`config.mk`:
```
export PLATFORM = sky130hd
export DESIGN_NAME = frame_buffer_writer
export DESIGN_NICKNAME = d
export VERILOG_FILES = /design/src/rtl/fb_pkg.sv /design/src/rtl/fb_addr_gen.sv /design/src/rtl/frame_buffer_writer.sv
export SDC_FILE = /design/constraint.sdc
export NUM_CORES = 1
export LEC_CHECK = 0
export ABC_AREA = 1
export BUFFER_PORTS_ARGS = -buffer_cell sky130_fd_sc_hd__buf_4
export CAP_MARGIN = 25
export CORE_UTILIZATION = 50
export CTS_CLUSTER_DIAMETER = 40
export DETAILED_ROUTE_END_ITERATION = 16
export GPL_ROUTABILITY_DRIVEN = 0
export GPL_TIMING_DRIVEN = 1
export PLACE_DENSITY = 0.7
export SLEW_MARGIN = 20
export SYNTH_ARGS = -nofsm -noshare
export SYNTH_HDL_FRONTEND = slang
export SYNTH_SLANG_ARGS = --single-unit
```
`constraint.sdc`:
```
create_clock -name clk_in -period 4.4 [get_ports clk_in]
set_clock_uncertainty 0.2 [all_clocks]
set_input_delay 0.22 -clock clk_in [delete_from_list [all_inputs] [get_ports clk_in]]
set_output_delay 0.22 -clock clk_in [all_outputs]
set_load 0.1 [all_outputs]
```
`src/rtl/fb_pkg.sv`:
```
// Shared frame-buffer geometry and encodings, imported by both the writer and the scaler
// so that the two ends of the BRAM agree on image size and scale codes.
package fb_pkg;
  localparam int FB_IMG_W  = 240;
  localparam int FB_IMG_H  = 320;
  localparam int FB_PIX_W  = 16;
  localparam int FB_ADDR_W = 17;
  localparam int HCNT_W    = 11;
  localparam int VCNT_W    = 10;

  typedef enum logic [1:0] {FB_IDLE, FB_ARMED, FB_CAPTURE, FB_DONE} fb_state_t;
  typedef enum logic [1:0] {SCALE_1X, SCALE_2X, SCALE_4X} scale_t;

  // The unused encoding 2'b11 decimates like 4x.
  function automatic logic [1:0] scale_to_shift(input logic [1:0] scale);
    case (scale)
      SCALE_1X: return 2'd0;
      SCALE_2X: return 2'd1;
      default:  return 2'd2;
    endcase
  endfunction
endpackage

```
`src/rtl/fb_addr_gen.sv`:
```
// Decimation filter and row-major address generator: masks/bounds-checks the source
// coordinates, forms row*IMG_W+col and registers the resulting BRAM write.
module fb_addr_gen
  import fb_pkg::*;
#(
  parameter int IMG_W  = FB_IMG_W,
  parameter int IMG_H  = FB_IMG_H,
  parameter int PIX_W  = FB_PIX_W,
  parameter int ADDR_W = FB_ADDR_W
) (
  input  logic              clk,
  input  logic              rst,
  input  logic              en,
  input  logic [1:0]        shift,
  input  logic [HCNT_W-1:0] hcount,
  input  logic [VCNT_W-1:0] vcount,
  input  logic [PIX_W-1:0]  pixel,
  output logic              last,
  output logic              we_p1,
  output logic [ADDR_W-1:0] waddr_p1,
  output logic [PIX_W-1:0]  wdata_p1
);
  logic [HCNT_W-1:0] hmask, col;
  logic [VCNT_W-1:0] vmask, row;
  logic [31:0]       addr_full;
  logic              accept;

  always_comb begin
    hmask     = HCNT_W'((32'd1 << shift) - 32'd1);
    vmask     = VCNT_W'((32'd1 << shift) - 32'd1);
    col       = hcount >> shift;
    row       = vcount >> shift;
    addr_full = 32'(row) * 32'(IMG_W) + 32'(col);
    // Out-of-range coordinates are dropped here, so the address can never wrap.
    accept    = en
             && ((hcount & hmask) == '0)
             && ((vcount & vmask) == '0)
             && (32'(col) < 32'(IMG_W))
             && (32'(row) < 32'(IMG_H));
    last      = accept && (addr_full == 32'(IMG_W * IMG_H - 1));
  end

  // ---- stage p1: registered BRAM write ----
  always_ff @(posedge clk or posedge rst) begin
    if (rst) begin
      we_p1    <= 1'b0;
      waddr_p1 <= '0;
      wdata_p1 <= '0;
    end else begin
      we_p1 <= accept;
      if (accept) begin
        waddr_p1 <= addr_full[ADDR_W-1:0];
        wdata_p1 <= pixel;
      end
    end
  end
endmodule

```
`src/rtl/frame_buffer_writer.sv`:
```
// Snapshot writer: arms on capture_req_in, captures one decimated frame from the pixel
// stream into BRAM port A, then pulses frame_done_out.
module frame_buffer_writer
  import fb_pkg::*;
#(
  parameter int IMG_W  = FB_IMG_W,
  parameter int IMG_H  = FB_IMG_H,
  parameter int PIX_W  = FB_PIX_W,
  parameter int ADDR_W = FB_ADDR_W
) (
  input  logic              clk_in,
  input  logic              rst_in,
  input  logic              capture_req_in,
  input  logic [1:0]        scale_in,
  input  logic              pixel_valid_in,
  input  logic              sof_in,
  input  logic [HCNT_W-1:0] hcount_in,
  input  logic [VCNT_W-1:0] vcount_in,
  input  logic [PIX_W-1:0]  pixel_in,
  output logic              we_out,
  output logic [ADDR_W-1:0] waddr_out,
  output logic [PIX_W-1:0]  wdata_out,
  output logic              busy_out,
  output logic              frame_done_out
);
  logic [1:0] rst_sync;
  logic       rst_int;
  fb_state_t  state, state_nxt;
  logic [1:0] shift_q, shift_cur;
  logic       gen_en, last;

  // Reset asserts asynchronously but releases two edges after rst_in falls.
  always_ff @(posedge clk_in or posedge rst_in) begin
    if (rst_in) rst_sync <= 2'b11;
    else        rst_sync <= {rst_sync[0], 1'b0};
  end
  assign rst_int = rst_sync[1];

  always_ff @(posedge clk_in or posedge rst_int) begin
    if (rst_int) begin
      state   <= FB_IDLE;
      shift_q <= 2'd0;
    end else begin
      state <= state_nxt;
      if (state == FB_ARMED && pixel_valid_in && sof_in)
        shift_q <= scale_to_shift(scale_in);
    end
  end

  always_comb begin
    state_nxt = state;
    case (state)
      FB_IDLE:    if (capture_req_in) state_nxt = FB_ARMED;
      FB_ARMED:   if (pixel_valid_in && sof_in) state_nxt = FB_CAPTURE;
      FB_CAPTURE: if (pixel_valid_in && (sof_in || last)) state_nxt = FB_DONE;
      FB_DONE:    state_nxt = FB_IDLE;
      default:    state_nxt = FB_IDLE;
    endcase
  end

  // The sof pixel is written while still ARMED, so it uses scale_in directly;
  // a later sof during CAPTURE ends the frame and is not written.
  always_comb begin
    gen_en         = 1'b0;
    shift_cur      = shift_q;
    busy_out       = 1'b0;
    frame_done_out = 1'b0;
    case (state)
      FB_ARMED: begin
        busy_out  = 1'b1;
        shift_cur = scale_to_shift(scale_in);
        gen_en    = pixel_valid_in && sof_in;
      end
      FB_CAPTURE: begin
        busy_out = 1'b1;
        gen_en   = pixel_valid_in && !sof_in;
      end
      FB_DONE: frame_done_out = 1'b1;
      default: ;
    endcase
  end

  fb_addr_gen #(
    .IMG_W  (IMG_W),
    .IMG_H  (IMG_H),
    .PIX_W  (PIX_W),
    .ADDR_W (ADDR_W)
  ) u_addr_gen (
    .clk      (clk_in),
    .rst      (rst_int),
    .en       (gen_en),
    .shift    (shift_cur),
    .hcount   (hcount_in),
    .vcount   (vcount_in),
    .pixel    (pixel_in),
    .last     (last),
    .we_p1    (we_out),
    .waddr_p1 (waddr_out),
    .wdata_p1 (wdata_out)
  );
endmodule

```
**Word level (Yosys, flattened, before mapping)**

Cells that the tools add are included.

- $add $sub $neg: 2
- Multipliers: 1
- Bitwise logic cells: 2
- Mux-type cells: 9
- Shift operators: 3
- Equality and inequality tests: 8
- Reduce and logical (&&, ||, !) cells: 18
- Magnitude comparators: 2
- Divide/modulo/power cells: 0

Operator list:

| operator | count |
|---|---|
| $eq A32 B17 Y1 const B | 1 |
| $add A18 B11 Y19 | 1 |
| $mul A10 B4 Y14 const B | 1 |
| $and A11 B11 Y11 | 1 |
| $logic_not A11 Y1 | 1 |
| $lt A11 B8 Y1 const B | 1 |
| $shl A1 B2 Y11 const A | 1 |
| $shr A11 B2 Y11 | 1 |
| $sub A11 B1 Y11 const B | 1 |
| $and A10 B10 Y10 | 1 |
| $logic_and A1 B1 Y1 | 10 |
| $logic_not A10 Y1 | 1 |
| $lt A10 B9 Y1 const B | 1 |
| $shr A10 B2 Y10 | 1 |
| $mux W2 | 4 |
| $pmux W2 S4 | 1 |
| $eq A2 B1 Y1 const B | 2 |
| $eq A2 B2 Y1 const B | 2 |
| $logic_not A2 Y1 | 2 |
| $ne A2 B2 Y1 const B | 2 |
| $pmux W2 S2 | 1 |
| $reduce_and A3 Y1 | 1 |
| $mux W1 | 2 |
| $ne A2 B1 Y1 const B | 1 |
| 4 further kinds | 4 |

- Output and inout bits: 36
- Flip-flop bits (word level): 40
- Input port bits: 44
- Memory bits (writable): 0
- Bits in read-only memories: 0
- Latch bits: 0
- Memories: 0
- Word-level logic and storage cells: 51

**Longest topological paths before layout**

Gate-level depths: netlist (run 1).

- Word-level depth: 16
- Mapped depth: 39
- Depth with buffers taken out: 37

**Cells and area by module**

From an unflattened synthesis (run 1), not the netlist that was laid out.

- Cell total of the unflattened synthesis: 587
- Area, all modules: 4,062.6 um2

Modules (own cells, without submodules):

| module | area each (um2) | cells an instance | times used |
|---|---|---|---|
| fb_addr_gen | 3,663.5 | 540 | 1 |
| frame_buffer_writer | 399.1 | 47 | 1 |

**Least setup slack after synthesis (run 1)**

No wires, ideal clock.

- Path kind: reg2reg
- Start point: reg state[1]
- End point: reg state[1]
- Path buffers: 3
- Period minus slack after synthesis: 5,399 ps
- Arrival time: 5,078 ps
- Setup slack: -999 ps
- Stages on the path, launching flop included: 40
- Library setup time: 121 ps
- Cells stage by stage: dfrtp_1 -> inv_1 -> ha_1 -> inv_1 -> nand2_4 -> nand2_4 -> buf_6 -> buf_6 -> buf_4 -> nand2_1 -> o211ai_1 -> o21ai_0 -> inv_1 -> fa_1 -> ha_1 -> or2_2 -> nand2_1 -> inv_1 -> [4 not listed] -> ha_1 -> nand2_1 -> nor2_1 -> nand2_1 -> nand3_1 -> nand2_1 -> nand2_1 -> nand3_1 -> nor2_1 -> nand3_1 -> nand2_1 -> nand2_1 -> nor2_1 -> nand3_1 -> nand2_2 -> nand2_2 -> nand2_1 -> nand2_1

- Word-level cells in the longest chain between the ends: 15
- Elaborated cells on any way between the ends: 31
- Classes of those cells: add/sub (2); mul (1); order compare (2); eq/ne (7); shift (3); mux (3); bitwise (2); reduce/logical (11)

RTL lines:

| what | RTL line | text |
|---|---|---|
| from (decl) | frame_buffer_writer.sv:28 | `fb_state_t state, state_nxt;` |
| from (signal assigned) | frame_buffer_writer.sv:44 | `state <= state_nxt;` |
| branches (longest 15 deep; another with $add A18 B11 Y19) | - |  |

Parallel ways; which one is timed is not known.
A chain may end at the register's enable or synchronous reset.

**Worst setup path in the final report (run 1)**

Same ends and word-level chain as after synthesis.

==> flow_metrics.tcl, run 1 <==
set metrics [dict create \
    setup.worst_path.end_class "flip-flop" \
    num_vias 4450 \
    crit_path_max_incr_delay_ns 0.60 \
    max_clock_freq_ghz 0.193 \
    cts_tree "yes" \
    io_pins 80 \
    yosysTopAreaCell "dfrtp_1" \
    critPathLaunchType "flip-flop" \
    synth_fp_nets 666 \
    min_from "scale_in[1]" \
    r2r-start "state[1]" \
    initial_utilization 0.527 \
    drc 0 \
    grt_max_degree 39 \
    cpMaxStageDelayCell "fa_2" \
    antenna_cells 0 \
    fin_crit_ns 5.19 \
    hold_path_depth 4 \
    viasPerCell 5.06 \
    rows 31 \
    wire_per_inst_um 13.9 \
    yosysMostFrequentCell "nand2_1" \
    htreeDepth 2 \
    cts_inserted_buffers 5 \
    hpwl_um 7600 \
    async_reset_ff_frac 1.00 \
    routed_wirelength_um 12200 \
    yosysWarningCount 0 \
    finalInstanceArea_mm2 0.00613 \
    multi_input_area_mm2 0.00291 \
    min_path_type "input pin to flip-flop" \
    grt_pass1_wl_um 18700 \
    hold_end "shift_q[0]" \
    place_area_mm2 0.00516 \
    r2r_cells 36 \
    dr.pass1.iters 5 \
    cp.required_ns 4.39 \
    grt_overflow 0 \
    synth_area_leaders "dfrtp_1 (24%), nand2_1 (20%), ha_1 (10%)" \
    cts_buffer_depth 2 \
    drv_slew 0 \
    post-place-ws_ns -0.826 \
    cts.clk_slew.worst_paths_ns 0.08 \
    drive_gt1_frac 0.383 \
    nFillCells 447 \
    clk_latency_ns 0.29 \
    synth.distinct_cells 37 \
    maxSlewHeadroom 0.648 \
    setup_violations 10 \
    synth-seq-cells 40 \
    drt-initial-drc-count 240 \
    period_share 1.18 \
    dieWidth_um 90.1 \
    cap_viol_max_count 0 \
    r2r-end "state[1]" \
    nets 868 \
    grt_setup_unrepaired "yes" \
    synth_cells 577 \
    hold_viol_final 0 \
    worstMarginPinSlew_ns 0.524 \
    core-area_mm2 0.00737 \
    grt_pass1_vias 4215 \
    final_antenna_net_count 0 \
    synth_edf_count 0 \
    status "finished with violations" \
    arrival_ns 5.18 \
    syn_to_final_growth_pct 57.8 \
    cts_sinks 40 \
    synthFlopType "dfrtp_1" \
    rrSetupSlack_ns -0.79 \
    antenna_found_initial 0 \
    synth.top_cell.area_share 0.245 \
    io_buffers 79 \
    failed_checks "negative setup slack" \
    syn-cell-area_mm2 0.00388 \
    worst_slack_ns -0.785 \
    crit_type "flip-flop to flip-flop" \
    register_area_mm2 0.00100 \
    syn_avg_cell_area_um2 6.73 \
    dieArea_mm2 0.00813 \
    cts_root_buf "clkbuf_8" \
    synth-seq-area-share 0.258 \
    track_usage 0.280 \
    cp_max_fo 6 \
    tns_ns -4.26 \
    fp.dieH_um 90.1 \
    synth_common_cells "nand2_1 (203), inv_1 (97), nand3_1 (47)" \
]
==> state kept, by name, summed over array words and instances (netlist names) <==
signal               count
u_addr_gen.waddr_p1     17
u_addr_gen.wdata_p1     16
rst_sync                 2
shift_q                  2
state                    2
u_addr_gen.we_p1         1
==> logic make-up (layout without fill, tap and decap cells) <==
| logic type | after synthesis | after routing | share of synthesized area |
|---|---|---|---|
| xor+xnor | 13 | 13 | 0.0293 |
| compound gates | 56 | 56 | 0.0844 |
| simple gates | 310 | 311 | 0.336 |
| other cells | 1 | 1 | 0.000965 |
| flops | 40 | 40 | 0.258 |
| buf+inv | 112 | 314 | 0.121 |
| fa+ha+maj | 45 | 45 | 0.170 |
==> routing by layer <==
metal	global-route usage	part of all wire
met4	0.0954	0.037
met5	0	0
met2	0.517	0.51
met3	0.0271	0.043
met1	0.339	0.41
==> area by class of cell <==
class                   instances  area share
flip-flops and latches         40       0.164
clock buffers                   6      0.0118
repair buffers                207       0.263
inverters                      99      0.0614
clock inverters                 2     0.00571
multi-input cells             426       0.474
well taps                      99      0.0202
==> cells in the final DEF (no fill, tap or decap), types with 6 or more instances in the layout <==
cell           synthesis  routed
a31oi_1                7       6
buf_4                  7     185
nand4_1                7       7
nand3_2                1       7
o21ai_2                4       8
nor2_1                36      26
o21ai_1                9      11
ha_4                   0       9
inv_1                 97      89
nand3_1               47      38
dfrtp_1               38      38
dlygate4sd3_1          0      19
fa_1                  13      11
inv_2                  2       8
nand2_2                2      21
a21oi_1               10       7
nor2_2                 1       8
nand2_1              203     181
o21ai_0               20      11
ha_1                  32      22
==> worst max path at each step <==
stage	from	to	slack, ns	cells past startpoint
after floorplan	state[1]	state[1]	-0.72	38
after global routing	state[1]	state[0]	-1.15	35
after CTS	state[1]	state[1]	-0.56	31
final	state[1]	state[1]	-0.79	36
after global placement	state[1]	state[1]	-0.65	36
after detailed placement	state[1]	state[1]	-0.83	36
==> worst max-delay path, delay by kind of cell, from the launching register on <==
| family | cells | cell delay [ns] |
|---|---|---|
| DFF | 1 | 0.40 |
| and+or+nand+nor | 22 | 2.04 |
| buffers and inverters | 6 | 0.46 |
| adders and majority gates | 5 | 1.54 |
| AOI/OAI and AO/OA | 2 | 0.24 |
| xor gates and xnor gates | 1 | 0.20 |
==> what timing repair did <==
| action | 4_1_cts | 5_1_grt |
|---|---|---|
| pin swaps | 34 | 34 |
| endpoints found under the setup margin | 9 | 10 |
| gates resized for setup | 54 | 48 |
| hold endpoints to repair | 20 | 0 |
| hold buffers | 19 | 0 |
| gates cloned | 1 | 0 |
| buffers inserted | 24 | 9 |
==> per-stage QoR <==
stage | utilization | std cells | hold slack, ns
2_1_floorplan | - | 577 | -0.0685
3_3_place_gp | 0.700 | 824 | 0.0524
3_5_place_dp | 0.700 | 824 | 0.0562
4_1_cts | 0.791 | 870 | 0.0411
5_1_grt | 0.832 | 879 | 0.0464
6_report | 0.832 | 879 | 0.0518
Power of run 1 is not shown: default switching activity piles up to over one toggle a cycle in this logic, so the estimate is an artifact.
==> run 2, diff against run 1 <==
--- a/config.mk
+++ b/config.mk
@@ -10,9 +10,11 @@
 export CAP_MARGIN = 25
 export CORE_UTILIZATION = 50
 export CTS_CLUSTER_DIAMETER = 40
+export CTS_CLUSTER_SIZE = 40
 export DETAILED_ROUTE_END_ITERATION = 16
 export GPL_ROUTABILITY_DRIVEN = 0
 export GPL_TIMING_DRIVEN = 1
+export MAX_ROUTING_LAYER = met4
 export PLACE_DENSITY = 0.7
 export SLEW_MARGIN = 20
 export SYNTH_ARGS = -nofsm -noshare
==> constraint.sdc (replaced) <==
create_clock -name clk_in -period 5.35 [get_ports clk_in]
set_clock_uncertainty 0.2 [all_clocks]
set_input_delay 0.2675 -clock clk_in [delete_from_list [all_inputs] [get_ports clk_in]]
set_output_delay 0.2675 -clock clk_in [all_outputs]
set_load 0.1 [all_outputs]
==> run 2 against run 1 <==
The run now ends clean. Non-clock buffer count shrank 81. Sequential share of layout area up 2.6 points. Flip-flop and latch count did not move. Critical path type unchanged.
==> flow_metrics.tcl, run 2 (synthesis gave the netlist of run 1 again) <==
set metrics [dict create \
    core-area_mm2 0.00737 \
    antenna_found_initial 0 \
    drt-initial-drc-count 198 \
    dr.pass1.iters 5 \
    routed_wirelength_um 9700 \
    hpwl_um 7220 \
    viasPerCell 4.93 \
    status "finished, final reports clean" \
    cts_inserted_buffers 5 \
    tns_ns 0 \
    critPathMostFrequentCell "nand2_2" \
    min_path_type "input pin to flip-flop" \
    nets 787 \
    fin_util 0.720 \
    r2r_cells 34 \
    antenna_cells 0 \
    cts.clk_slew.worst_paths_ns 0.08 \
    drc 0 \
    cts_tree "yes" \
    nFillCells 596 \
    num_vias 3931 \
    top_register "u_addr_gen.waddr_p1" \
    syn_to_final_growth_pct 36.6 \
    cts_buffer_depth 2 \
    hold_path_depth 3 \
    hold_ws_ns 0.00276 \
    cp_max_fo 6 \
    register_area_mm2 0.00100 \
    top_regs "u_addr_gen.waddr_p1: 17 flops, u_addr_gen.wdata_p1: 16 flops" \
    htreeDepth 2 \
    drv_slew 0 \
    worstMarginPinSlew_ns 0.627 \
    cts_root_buf "clkbuf_8" \
    wl_met1_um 4250 \
    final_common_cell "nand2_1" \
    max_clock_freq_ghz 0.192 \
    initial_utilization 0.527 \
    cap_viol_max_count 0 \
    grt_pass1_wl_um 16400 \
    routed-wl-met2_um 4940 \
    rows 31 \
    clk_latency_ns 0.29 \
    maxUsedRoutingLayer "met4" \
    maxSlewHeadroom 0.579 \
    crit_type "flip-flop to flip-flop" \
    period_share 0.974 \
    setup_violations 0 \
    grt_overflow 0 \
    grt_max_degree 39 \
    track_usage 0.249 \
    final_antenna_net_count 0 \
    cpMaxStageDelayCell "fa_1" \
    dieWidth_um 90.1 \
    drive_gt1_frac 0.276 \
    largest_register_ffs 17 \
    multi_input_area_mm2 0.00268 \
    fp.dieH_um 90.1 \
    io_pins 80 \
    setup.worst_path.end_class "flip-flop" \
    hold_viol_final 0 \
    dr_wl_met3_um 413 \
    wire_per_inst_um 12.2 \
    cts_sinks 40 \
    arrival_ns 5.20 \
    dieArea_mm2 0.00813 \
    final_cell_mix "nand2_1 (185), buf_4 (109), inv_1 (89)" \
    fin_crit_ns 5.21 \
    critPathLaunchType "flip-flop" \
    grt_pass1_vias 3787 \
    cp.required_ns 5.34 \
    crit_path_max_incr_delay_ns 0.42 \
    io_buffers 79 \
]
run 2: cell types whose count changed in the layout (fill, tap and decap cells not counted), moves of 4 or more:
cell / before / now
nor2_1: 26 / 32
nand2_1: 181 / 185
xor2_1: 1 / 6
nor2_2: 8 / 3
xor2_2: 5 / 1
nand2_2: 21 / 17
ha_4: 9 / 5
buf_4: 185 / 109
run 2: through the flow:
stage	cells	setup WS [ns]	instance area, um2
after floorplan	577	0.0192	3890
final	798	0.141	5310
after detailed placement	760	-0.160	4640
after CTS	786	0.000254	4960
after global placement	760	0.0608	4640
after global routing	798	-0.122	5310
run 2: final cells by class:
cell class              count  area share
well taps                  99      0.0233
flip-flops and latches     40       0.189
inverters                  99      0.0710
repair buffers            126       0.187
clock buffers               6      0.0137
multi-input cells         426       0.505
clock inverters             2      0.0113
run 2: worst max-delay path: cells and delay by family (launching register included):
| kind | cells | cell delay [ns] |
|---|---|---|
| XOR/XNOR | 2 | 0.35 |
| flip-flops | 1 | 0.40 |
| AO/OA/AOI/OAI | 2 | 0.38 |
| adder cells (fa/ha/maj) | 5 | 1.66 |
| buffers and inverters | 5 | 0.42 |
| AND/OR/NAND/NOR | 20 | 1.67 |
run 2: metal layers:
metal  global-route usage  up-vias
li1                     -     2035
met4               0.0497        0
met2                0.460      104
met5                    -        -
met3               0.0212        7
met1                0.294     1785
run 2: path summary, 6_finish.rpt:
kind / from / to / slack, ns
max: state[1] / state[0] / 0.14
min: pixel_in[1] / u_addr_gen.wdata_p1[1] / 0.003
min in group asynchronous: rst_sync[1] / u_addr_gen.wdata_p1[0] / 0.17
min reg2reg: rst_sync[1] / u_addr_gen.wdata_p1[0] / 0.17
max reg2reg: state[1] / state[0] / 0.14
max in group asynchronous: rst_sync[1] / u_addr_gen.wdata_p1[8] / 4.45
run 2: repair_timing:
| action | CTS | global route |
|---|---|---|
| gates resized for setup | 7 | 68 |
| buffers inserted | 2 | 12 |
| pin swaps | 2 | 30 |
| setup endpoints to repair | 2 | 4 |
| cloned | 0 | 1 |
| hold buffers | 16 | 0 |
| hold endpoints to repair | 17 | 0 |
Power of run 2 is left out for the same reason.
==> run 3, diff against run 2 <==
==> constraint.sdc (replaced) <==
create_clock -name clk_in -period 5.2 [get_ports clk_in]
set_clock_uncertainty 0.2 [all_clocks]
set_input_delay 0.26 -clock clk_in [delete_from_list [all_inputs] [get_ports clk_in]]
set_output_delay 0.26 -clock clk_in [all_outputs]
set_load 0.1 [all_outputs]
==> run 3 against run 2 <==
Worst hold slack gained 0.0091 ns. Fmax up 2.0%. Die area is the same. Utilization increased by 0.20 points. Via count increased by 0.74%. Non-clock buffer count is 13 higher. Flip-flop and latch count did not move. Highest routed layer unchanged.
==> flow_metrics.tcl, run 3 (synthesis gave the netlist of run 1 again) <==
set metrics [dict create \
    antenna_cells 0 \
    grt_pass1_wl_um 16300 \
    final_common_cell "nand2_1" \
    cp.required_ns 5.18 \
    top_usage_layer "met2" \
    grt_util_met3 0.0212 \
    finalInstanceArea_mm2 0.00532 \
    setup_violations 0 \
    period_share 0.982 \
    track_usage 0.249 \
    grt_max_degree 39 \
    rows 31 \
    largest_register_ffs 17 \
    dieArea_mm2 0.00813 \
    crit_end "state[1]" \
    tns_ns 0 \
    grt_pass1_vias 3770 \
    worst_slack_ns 0.0924 \
    hpwl_um 7320 \
    crit_type "flip-flop to flip-flop" \
    cts_inserted_buffers 5 \
    nets 800 \
    grt_setup_unrepaired "yes" \
    critPathLaunchType "flip-flop" \
    top_regs "u_addr_gen.waddr_p1: 17 flops, u_addr_gen.wdata_p1: 16 flops" \
    cts_tree "yes" \
    core-area_mm2 0.00737 \
    maxSlewHeadroom 0.666 \
    hold_viol_final 0 \
    crit_path_max_incr_delay_ns 0.60 \
    cp_max_fo 7 \
    final_cell_mix "nand2_1 (193), buf_4 (121), inv_1 (91)" \
    place_area_mm2 0.00475 \
    r2r-start "state[0]" \
    crit_start "state[0]" \
    cts_sinks 40 \
    status "finished, final reports clean" \
    post-place-ws_ns -0.106 \
    drc 0 \
    dieWidth_um 90.1 \
    htreeDepth 2 \
    clk_latency_ns 0.28 \
    drive_gt1_frac 0.268 \
    drv_slew 0 \
    syn_to_final_growth_pct 36.9 \
    top_register "u_addr_gen.waddr_p1" \
    dr.pass1.iters 4 \
    r2r-end "state[1]" \
    cap_viol_max_count 0 \
    min_path_type "input pin to flip-flop" \
    critPathMostFrequentCell "nand3_2" \
    worstMarginPinSlew_ns 0.498 \
    rrSetupSlack_ns 0.09 \
    max_clock_freq_ghz 0.196 \
    grtUsageMet2 0.450 \
    wire_per_inst_um 11.7 \
    antenna_found_initial 0 \
    setup.worst_path.end_class "flip-flop" \
    io_buffers 79 \
    routed_wirelength_um 9520 \
    cts_root_buf "clkbuf_8" \
    cts.clk_slew.worst_paths_ns 0.08 \
    initial_utilization 0.527 \
    cts_buffer_depth 2 \
    cpMaxStageDelayCell "fa_1" \
    drt-initial-drc-count 172 \
    r2r_cells 31 \
    io_pins 80 \
    arrival_ns 5.09 \
    fp.dieH_um 90.1 \
    grt_util_met1 0.303 \
    viasPerCell 4.88 \
    grt_overflow 0 \
    final_antenna_net_count 0 \
    fin_crit_ns 5.11 \
    num_vias 3960 \
]
run 3: changes by cell type in the layout (fill, tap and decap cells not counted), moves of 2 or more:
cell     delta
nand2_4     -5
ha_2        -2
buf_4      +12
nor2_1      -2
nand2_2     -5
inv_1       +2
nor2_2      +4
nand2_1     +8
nand3_1     +2
ha_1        +3
nand3_2     -2
inv_2       -2
nor2_4      -2
nand2_8     +2
run 3: timing repair:
| action | 4_1_cts | 5_1_grt |
|---|---|---|
| resized for setup | 13 | 34 |
| pin swaps | 11 | 23 |
| hold endpoints to repair | 18 | 0 |
| setup endpoints to repair | 2 | 2 |
| setup buffers | 2 | 11 |
| cloned | 1 | 0 |
| hold buffers | 17 | 0 |
run 3: final cells by class:
class,count,area (um2)
timing repair buffer,139,1090
tap,99,124
clock buffer,6,72.6
clock inverter,2,35.0
sequential,40,1000
inverter,99,377
multi-input combinational,426,2620
fill,600,2050
run 3: how the worst min path moves through the flow:
| stage | start | to | slack (ns) | cells past startpoint |
|---|---|---|---|---|
| 2_1_floorplan | rst_in | rst_sync[0] | -0.03 | 1 |
| 3_5_place_dp | rst_in | rst_sync[1] | 0.1 | 2 |
| 3_3_place_gp | rst_in | rst_sync[1] | 0.09 | 2 |
| 6_report | scale_in[1] | shift_q[1] | 0.01 | 3 |
| 5_1_grt | scale_in[1] | shift_q[1] | 0.02 | 3 |
| 4_1_cts | scale_in[1] | shift_q[1] | 0.006 | 3 |
run 3: critical path: cells and delay by family (launching register included):
family / cells / cell delay, ns
flops: 1 / 0.42
xor+xnor: 1 / 0.15
fa+ha+maj: 5 / 1.57
buf+inv: 4 / 0.44
compound gates: 4 / 0.56
simple gates: 17 / 1.68
run 3: layer usage:
layer	up-vias	share of wire	routed length (um)
li1	2064	-	-
met1	1806	0.45	4330
met3	8	0.036	342
met4	0	0.0086	82
met5	-	0	0
met2	82	0.50	4760
run 3: through the flow:
stage	cells	utilization	hold WS, ns
after floorplan	577	-	-0.0285
after global placement	772	0.645	0.0919
after detailed placement	772	0.645	0.0952
after CTS	800	0.694	0.00627
after global routing	811	0.722	0.0231
final	811	0.722	0.0119
Power of run 3 is left out for the same reason.
